$ cat src/rtl/elink_mem_responder_pkg.sv
// Shared elink packet definitions: frame codes, header/packet layouts, FSM state types.
package elink_mem_responder_pkg;

   localparam logic [7:0] FRAME_A = 8'hFF;
   localparam logic [7:0] FRAME_B = 8'hF8;
   localparam logic [1:0] DM_WORD = 2'b10;

   typedef struct packed {
      logic [3:0] ctrlmode;
      logic [1:0] datamode;
      logic       write;
      logic       access;
   } hdr_t;

   // Field order equals byte order on the wire: byte0, dstaddr, data, srcaddr
   typedef struct packed {
      hdr_t        hdr;
      logic [31:0] dstaddr;
      logic [31:0] data;
      logic [31:0] srcaddr;
   } pkt_t;

   localparam int PKT_W = $bits(pkt_t);

   typedef enum logic {
      RX_IDLE,
      RX_BEAT_B
   } rx_state_e;

   typedef enum logic [1:0] {
      TX_IDLE,
      TX_SEND_A,
      TX_SEND_B
   } tx_state_e;

   function automatic logic [63:0] beat_a(input pkt_t p);
      return {p.hdr, p.dstaddr, p.data[31:8]};
   endfunction

endpackage

$ cat src/rtl/elink_resp_fifo.sv
// Synchronous FIFO for read responses; one-cycle push/pop, read data from head register array.
// Simultaneous push and pop allowed even when full; a push into a full FIFO without pop is ignored.
module elink_resp_fifo #(
   parameter int WIDTH = 104,
   parameter int DEPTH = 4
) (
   input  logic                   clk_i,
   input  logic                   rst_ni,
   input  logic                   push_i,
   input  logic [WIDTH-1:0]       wdata_i,
   input  logic                   pop_i,
   output logic [WIDTH-1:0]       rdata_o,
   output logic [$clog2(DEPTH):0] count_o,
   output logic                   full_o,
   output logic                   empty_o
);
   localparam int AW = $clog2(DEPTH);
   localparam logic [AW:0] FULL_CNT = (AW+1)'(DEPTH);

   logic [WIDTH-1:0] mem_q [DEPTH];
   logic [AW-1:0]    wr_ptr_q, rd_ptr_q;
   logic [AW:0]      cnt_q;
   logic             do_push, do_pop;

   assign empty_o = (cnt_q == '0);
   assign full_o  = (cnt_q == FULL_CNT);
   assign count_o = cnt_q;
   assign rdata_o = mem_q[rd_ptr_q];
   assign do_pop  = pop_i && !empty_o;
   assign do_push = push_i && (!full_o || do_pop);

   always_ff @(posedge clk_i) begin
      if (do_push) mem_q[wr_ptr_q] <= wdata_i;
   end

   always_ff @(posedge clk_i) begin
      if (!rst_ni) begin
         wr_ptr_q <= '0;
         rd_ptr_q <= '0;
         cnt_q    <= '0;
      end else begin
         if (do_push) wr_ptr_q <= wr_ptr_q + AW'(1);
         if (do_pop)  rd_ptr_q <= rd_ptr_q + AW'(1);
         case ({do_push, do_pop})
            2'b10:   cnt_q <= cnt_q + (AW+1)'(1);
            2'b01:   cnt_q <= cnt_q - (AW+1)'(1);
            default: cnt_q <= cnt_q;
         endcase
      end
   end

endmodule

$ cat src/rtl/elink_mem_responder.sv
// Chip-side elink responder: decodes 2-beat packets, writes word memory, returns read responses.
// Read beat B at cycle t -> response beat A at t+3; tx_rd_wait holds new responses, rx_rd_wait throttles reads.
module elink_mem_responder
   import elink_mem_responder_pkg::*;
#(
   parameter int          ADDR_W     = 6,
   parameter logic [31:0] BASE_ADDR  = 32'h8080_0000,
   parameter int          FIFO_DEPTH = 4
) (
   input  logic        lclk,
   input  logic        reset_n,
   input  logic [63:0] rx_data,
   input  logic [7:0]  rx_frame,
   input  logic        tx_rd_wait,
   output logic [63:0] tx_data,
   output logic [7:0]  tx_frame,
   output logic        rx_rd_wait,
   output logic        rx_wr_wait,
   output logic [7:0]  err_cnt,
   output logic        ovf
);
   localparam int               CNT_W       = $clog2(FIFO_DEPTH) + 1;
   localparam logic [CNT_W-1:0] RD_WAIT_LVL = CNT_W'(FIFO_DEPTH - 2);

   rx_state_e          rx_state_q, rx_state_d;
   tx_state_e          tx_state_q, tx_state_d;
   logic [63:0]        beat_a_q, beat_a_d;
   logic               frame_err, beat_b_vld;
   pkt_t               req, push_pkt, head;
   logic               addr_hit, dec_ok, wr_en, rd_req, rx_err;
   logic [31:0]        mem_q [2**ADDR_W];
   logic               rd_vld_q;
   logic [ADDR_W-1:0]  rd_idx_q;
   logic [3:0]         rd_ctrl_q;
   logic [31:0]        rd_dst_q, rd_src_q;
   logic [PKT_W-1:0]   fifo_rdata;
   logic [CNT_W-1:0]   fifo_cnt;
   logic               fifo_full, fifo_empty, fifo_pop, push_ok, ovf_evt;
   logic [39:0]        tail_q, tail_d;
   logic [63:0]        tx_data_q, tx_data_d;
   logic [7:0]         tx_frame_q, tx_frame_d;
   logic               rx_rd_wait_q, ovf_q;
   logic [7:0]         err_cnt_q, err_cnt_d;
   logic [1:0]         err_inc;
   logic [8:0]         err_sum;
   logic               unused_ok;

   always_comb begin
      rx_state_d = rx_state_q;
      beat_a_d   = beat_a_q;
      frame_err  = 1'b0;
      beat_b_vld = 1'b0;
      case (rx_state_q)
         RX_BEAT_B: begin
            if (rx_frame == FRAME_B) begin
               beat_b_vld = 1'b1;
               rx_state_d = RX_IDLE;
            end else begin
               frame_err = 1'b1;
               // A fresh beat A restarts the packet instead of wasting it
               if (rx_frame == FRAME_A) beat_a_d = rx_data;
               else                     rx_state_d = RX_IDLE;
            end
         end
         default: begin
            if (rx_frame == FRAME_A) begin
               beat_a_d   = rx_data;
               rx_state_d = RX_BEAT_B;
            end else if (rx_frame != 8'h00) begin
               frame_err = 1'b1;
            end
         end
      endcase
   end

   assign req      = pkt_t'({beat_a_q, rx_data[63:24]});
   assign addr_hit = (req.dstaddr[31:ADDR_W+2] == BASE_ADDR[31:ADDR_W+2]);
   assign dec_ok   = req.hdr.access && (req.hdr.datamode == DM_WORD) && addr_hit;
   assign wr_en    = reset_n && beat_b_vld && dec_ok && req.hdr.write;
   assign rd_req   = beat_b_vld && dec_ok && !req.hdr.write;
   assign rx_err   = frame_err || (beat_b_vld && !dec_ok);
   assign unused_ok = ^{rx_data[23:0], req.dstaddr[1:0]};

   always_ff @(posedge lclk) begin
      if (wr_en) mem_q[req.dstaddr[ADDR_W+1:2]] <= req.data;
   end

   always_comb begin
      push_pkt.hdr.ctrlmode = rd_ctrl_q;
      push_pkt.hdr.datamode = DM_WORD;
      push_pkt.hdr.write    = 1'b1;
      push_pkt.hdr.access   = 1'b1;
      push_pkt.dstaddr      = rd_src_q;
      push_pkt.data         = mem_q[rd_idx_q];
      push_pkt.srcaddr      = rd_dst_q;
   end

   assign push_ok = rd_vld_q && (!fifo_full || fifo_pop);
   assign ovf_evt = rd_vld_q && !push_ok;

   elink_resp_fifo #(
      .WIDTH (PKT_W),
      .DEPTH (FIFO_DEPTH)
   ) u_fifo (
      .clk_i   (lclk),
      .rst_ni  (reset_n),
      .push_i  (push_ok),
      .wdata_i (push_pkt),
      .pop_i   (fifo_pop),
      .rdata_o (fifo_rdata),
      .count_o (fifo_cnt),
      .full_o  (fifo_full),
      .empty_o (fifo_empty)
   );

   assign head = pkt_t'(fifo_rdata);

   always_comb begin
      tx_state_d = tx_state_q;
      tail_d     = tail_q;
      tx_data_d  = '0;
      tx_frame_d = '0;
      fifo_pop   = 1'b0;
      case (tx_state_q)
         TX_SEND_A: begin
            tx_state_d = TX_SEND_B;
            tx_data_d  = {tail_q, 24'h0};
            tx_frame_d = FRAME_B;
         end
         default: begin
            // IDLE and SEND_B share the start decision so responses can run back-to-back
            if (!fifo_empty && !tx_rd_wait) begin
               tx_state_d = TX_SEND_A;
               fifo_pop   = 1'b1;
               tail_d     = {head.data[7:0], head.srcaddr};
               tx_data_d  = beat_a(head);
               tx_frame_d = FRAME_A;
            end else begin
               tx_state_d = TX_IDLE;
            end
         end
      endcase
   end

   assign err_inc   = {1'b0, rx_err} + {1'b0, ovf_evt};
   assign err_sum   = {1'b0, err_cnt_q} + {7'b0, err_inc};
   assign err_cnt_d = err_sum[8] ? 8'hFF : err_sum[7:0];

   always_ff @(posedge lclk) begin
      if (!reset_n) begin
         rx_state_q   <= RX_IDLE;
         beat_a_q     <= '0;
         rd_vld_q     <= 1'b0;
         rd_idx_q     <= '0;
         rd_ctrl_q    <= '0;
         rd_dst_q     <= '0;
         rd_src_q     <= '0;
         tx_state_q   <= TX_IDLE;
         tail_q       <= '0;
         tx_data_q    <= '0;
         tx_frame_q   <= '0;
         rx_rd_wait_q <= 1'b0;
         err_cnt_q    <= '0;
         ovf_q        <= 1'b0;
      end else begin
         rx_state_q <= rx_state_d;
         beat_a_q   <= beat_a_d;
         rd_vld_q   <= rd_req;
         if (rd_req) begin
            rd_idx_q  <= req.dstaddr[ADDR_W+1:2];
            rd_ctrl_q <= req.hdr.ctrlmode;
            rd_dst_q  <= req.dstaddr;
            rd_src_q  <= req.srcaddr;
         end
         tx_state_q   <= tx_state_d;
         tail_q       <= tail_d;
         tx_data_q    <= tx_data_d;
         tx_frame_q   <= tx_frame_d;
         rx_rd_wait_q <= (fifo_cnt >= RD_WAIT_LVL);
         err_cnt_q    <= err_cnt_d;
         if (ovf_evt) ovf_q <= 1'b1;
      end
   end

   assign tx_data    = tx_data_q;
   assign tx_frame   = tx_frame_q;
   assign rx_rd_wait = rx_rd_wait_q;
   assign rx_wr_wait = 1'b0;
   assign err_cnt    = err_cnt_q;
   assign ovf        = ovf_q;

endmodule

$ cat config.mk
export PLATFORM = sky130hd
export DESIGN_NAME = elink_mem_responder
export DESIGN_NICKNAME = d
export VERILOG_FILES = /design/src/rtl/elink_mem_responder_pkg.sv /design/src/rtl/elink_resp_fifo.sv /design/src/rtl/elink_mem_responder.sv
export SDC_FILE = /design/constraint.sdc
export NUM_CORES = 2
export LEC_CHECK = 0
export CORE_ASPECT_RATIO = 1.4
export CORE_MARGIN = 2
export CORE_UTILIZATION = 56
export DETAILED_ROUTE_END_ITERATION = 6
export HOLD_SLACK_MARGIN = 0.15
export PLACE_DENSITY = 0.8
export SLEW_MARGIN = 10
export SYNTH_ARGS = -nofsm -noshare
export SYNTH_HDL_FRONTEND = slang
export SYNTH_HIERARCHICAL = 1
export SYNTH_SLANG_ARGS = --single-unit
$ cat constraint.sdc
create_clock -name lclk -period 5.4 [get_ports lclk]
set_input_delay 0.81 -clock lclk [delete_from_list [all_inputs] [get_ports lclk]]
set_output_delay 0.81 -clock lclk [all_outputs]
set_load 0.01 [all_outputs]
==> flow_summary.toml <==
[synthesis]
synth-warning-count = 6
synth-main-ff-cell = "sky130_fd_sc_hd__edfxtp_1"
synth.largest_area_cell = "sky130_fd_sc_hd__edfxtp_1"
synth_seq_area_share = 0.7795
synth_edf_count = 2464
synth-seq-cells = 2730
synth_largest_type_area_fraction = 0.7272
yosys.cell_types.count = 58
synth-async-reset-ratio = 0
netlist_area_sq_um = 101700
yosys-top-cells-area = "sky130_fd_sc_hd__edfxtp_1 73%, sky130_fd_sc_hd__mux4_2 14%, sky130_fd_sc_hd__dfxtp_1 5.2%"
post_synth_inst_count = 4856
avgSynthCellArea_sq_um = 20.95

[drt]
remaining_drc_errors = 0
via_count = 51620
postRouteAntennaNets = 0
route.final.wire_length_mm = 263.5
drt-initial-drc-count = 7792
detailedRoute.firstPassIterationCount = 7
drt-vias-per-instance = 6.623
wl_per_cell_um = 33.81

[placed_design]
placement.io_buffers = 156
detailed_place_hpwl_mm = 148.0
routabilityCongestion = 0.9621

[floorplan]
placement_rows = 185
dieArea_sq_um = 185200
core_region_area_sq_um = 181000
die_height_um = 508.4
io-pin-count = 158
horizontal_extent_of_the_die_um = 364.3
initial_core_util = 0.5621

[power_and_ir_drop]
vdd_ir_drop_max_v = 0.0003642
pwr_density_cell_nw_per_um2 = 345.5
p_leak_nw = 38.21

[setup_path]
timing.critical_path.fanout_max = 60
worst-endpoint-required_ns = 5.93
setup.worst_path.end_class = "register"
setup.worst_path.class = "reg2reg"
worst-endpoint-arrival_ns = 4.55
cp-start-kind = "register"

[sta]
fmax_mhz = 248.7
rsz_0062_raised_after_global_routing = "false"
layout_min_cycle_time_ns = 4.021
timing_max_transition_violations_final = 0
max_slew.worst_pin.slew_ns = 1.330
whs_ns = 0.4572
timing.setup.tns_ns = 0
post-route-period-util = 0.7447
final_count_of_hold_timing_violations = 0
timing.max_slew.rel_slack = 0.1053
post_route_clock_skew_ns = 0.05092
final-setup-viol-count = 0

[global_route]
antenna_found_initial = 19
grt_use_total = 0.2875
number_of_global_route_vias_before_repair = 52870
grt-ovfl-total = 0
pin_count_of_the_biggest_net_entering_global_routing = 88
wire_length_of_the_first_global_routing_pass_mm = 377.3

[clock_network]
max_h_tree_level = 4
cts_setup_buffers = 0
clkTransAtPathRegs_ns = 0.07
clk-insertion-delay-late_ns = 0.89
post_cts_resize_count = 0
clock_sink_count = 2730
cts_made_buffers = 224
cts_hold_buf = 0
cts_root_buf = "sky130_fd_sc_hd__clkbuf_16"
clockBufferDepth = 3
cts_tree = "built"

[min_path]
timing.hold.worst.class = "reg2reg"

[run_status]
run_status = "finished clean"

[final_layout]
num-nets-final = 5238
fin_util = 0.6341
synthToLayoutAreaGrowth_pct = 12.81
post_route_cells_drive_above_1_share = 0.2465

[job]
drv.max_cap_violation_count = 0
## metal layers
metal / track usage / wire, um / vias to the layer above
met4: 0.1946 / 21000 / 16
met5: 0 / 87 / -
met2: 0.4768 / 132500 / 3592
li1: - / - / 20540
met1: 0.3384 / 83630 / 26670
met3: 0.06141 / 26330 / 796
## power breakdown
| group | total, W | leakage [nW] | internal (W) | switching (W) |
|---|---|---|---|---|
| registers | 0.0227 | 27.9 | 0.0227 | 0.00000750 |
| logic | 0.000211 | 6.62 | 0.0000590 | 0.000152 |
| clock network | 0.0167 | 3.71 | 0.00913 | 0.00758 |
## kinds of logic (layout without fill, tap and decap cells)
family / after synthesis / after routing / synth area share
AND/OR/NAND/NOR: 633 / 633 / 0.02849
AO/OA/AOI/OAI: 470 / 470 / 0.02945
flip-flops: 2730 / 2730 / 0.7795
other: 2 / 25 / 0.00007381
buffers and inverters: 299 / 783 / 0.01527
adder cells (fa/ha/maj): 6 / 6 / 0.0008854
multiplexers: 708 / 708 / 0.1456
XOR/XNOR: 8 / 8 / 0.0006887
## metrics by stage
step,setup WS [ns],power (W),instances,instance area [sq um]
2_1_floorplan,0.3102,0.02324,4871,101800
3_3_place_gp,1.071,0.02340,7362,107100
3_5_place_dp,0.9382,0.02341,7362,107100
4_1_cts,1.596,0.03976,7786,114700
5_1_grt,1.332,0.04044,7789,114800
6_report,1.379,0.03966,7794,114800
## synthesized netlist by cell type (all sizes together) (3+ instances only)
cell type / number
or3b: 3
edfxtp: 2464
a2bb2oi: 10
nor2b: 20
or3: 3
mux2i: 75
mux4: 616
ha: 4
a221oi: 16
nand2: 332
o211ai: 5
nand3: 8
o31ai: 13
nand4: 3
a221o: 5
inv: 9
buf: 175
xor2: 3
nand3b: 9
nor2: 115
mux2: 17
nand2b: 9
o21ai: 17
a22o: 40
nor3b: 7
dfxtp: 266
or2: 7
nor4: 30
a211oi: 20
a21oi: 189
xnor2: 5
and2: 12
nor3: 18
o22a: 13
and3: 51
clkbuf: 115
o22ai: 125
o221ai: 12
## critical path, cell delays in order (launching register included)
cell and delay (ns):
sky130_fd_sc_hd__dfxtp_4 0.71, sky130_fd_sc_hd__buf_12 0.46, sky130_fd_sc_hd__mux4_2 0.61, sky130_fd_sc_hd__mux4_2 0.55
sky130_fd_sc_hd__o31ai_1 0.77, sky130_fd_sc_hd__buf_4 0.29, sky130_fd_sc_hd__nor3_1 0.15
## flip-flops by register name, indices dropped and copies added (netlist names), named ones only
signal and flops:
err_cnt 8, rx_rd_wait 1, rd_vld_q 1, beat_a_q 64, tail_q 40, tx_data 64
tx_state_q 1, tx_frame 2, u_fifo/mem_q 416, rd_ctrl_q 4, mem_q 2048, rd_src_q 32
u_fifo/wr_ptr_q 2, u_fifo/rd_ptr_q 2, rd_dst_q 27, rd_idx_q 5, ovf 1, rx_state_q 1
u_fifo/count_o 3
## final cells by class
cell class | count | area (sq um)
Sequential cell | 2730 | 79390
Fill cell | 11260 | 66230
Multi-Input combinational cell | 1842 | 21490
Clock buffer | 274 | 6093
Timing Repair Buffer | 350 | 3211
Tap cell | 2431 | 3042
Clock inverter | 150 | 1491
Inverter | 9 | 38.79
Antenna cell | 8 | 20.02
## worst paths after layout
kind	to	cells past startpoint	slack [ns]	startpoint
setup reg to reg	u_fifo/mem_q[3][42]	6	1.38	register
setup / recovery	u_fifo/mem_q[3][42]	6	1.38	register
hold reg to reg	beat_a_q[36]	2	0.46	beat_a_q[36]
hold / removal	beat_a_q[36]	2	0.46	beat_a_q[36]
## cells in the final DEF (no fill, tap or decap), drive strengths merged, types with 16 or more instances in the layout
cell and count:
and3 51, nor3 18, a211oi 20, buf 203, mux4 616, nand2 332
a22o 40, nor2 115, clkbuf 274, o22ai 125, a21oi 189, nor2b 20
inv 17, clkinv 109, mux2i 75, edfxtp 2464, conb 17, clkdlybuf4s50 147
mux2 17, o21ai 17, bufinv 22, dfxtp 266, nor4 30, a221oi 16
(Power assumes the default switching activity.)
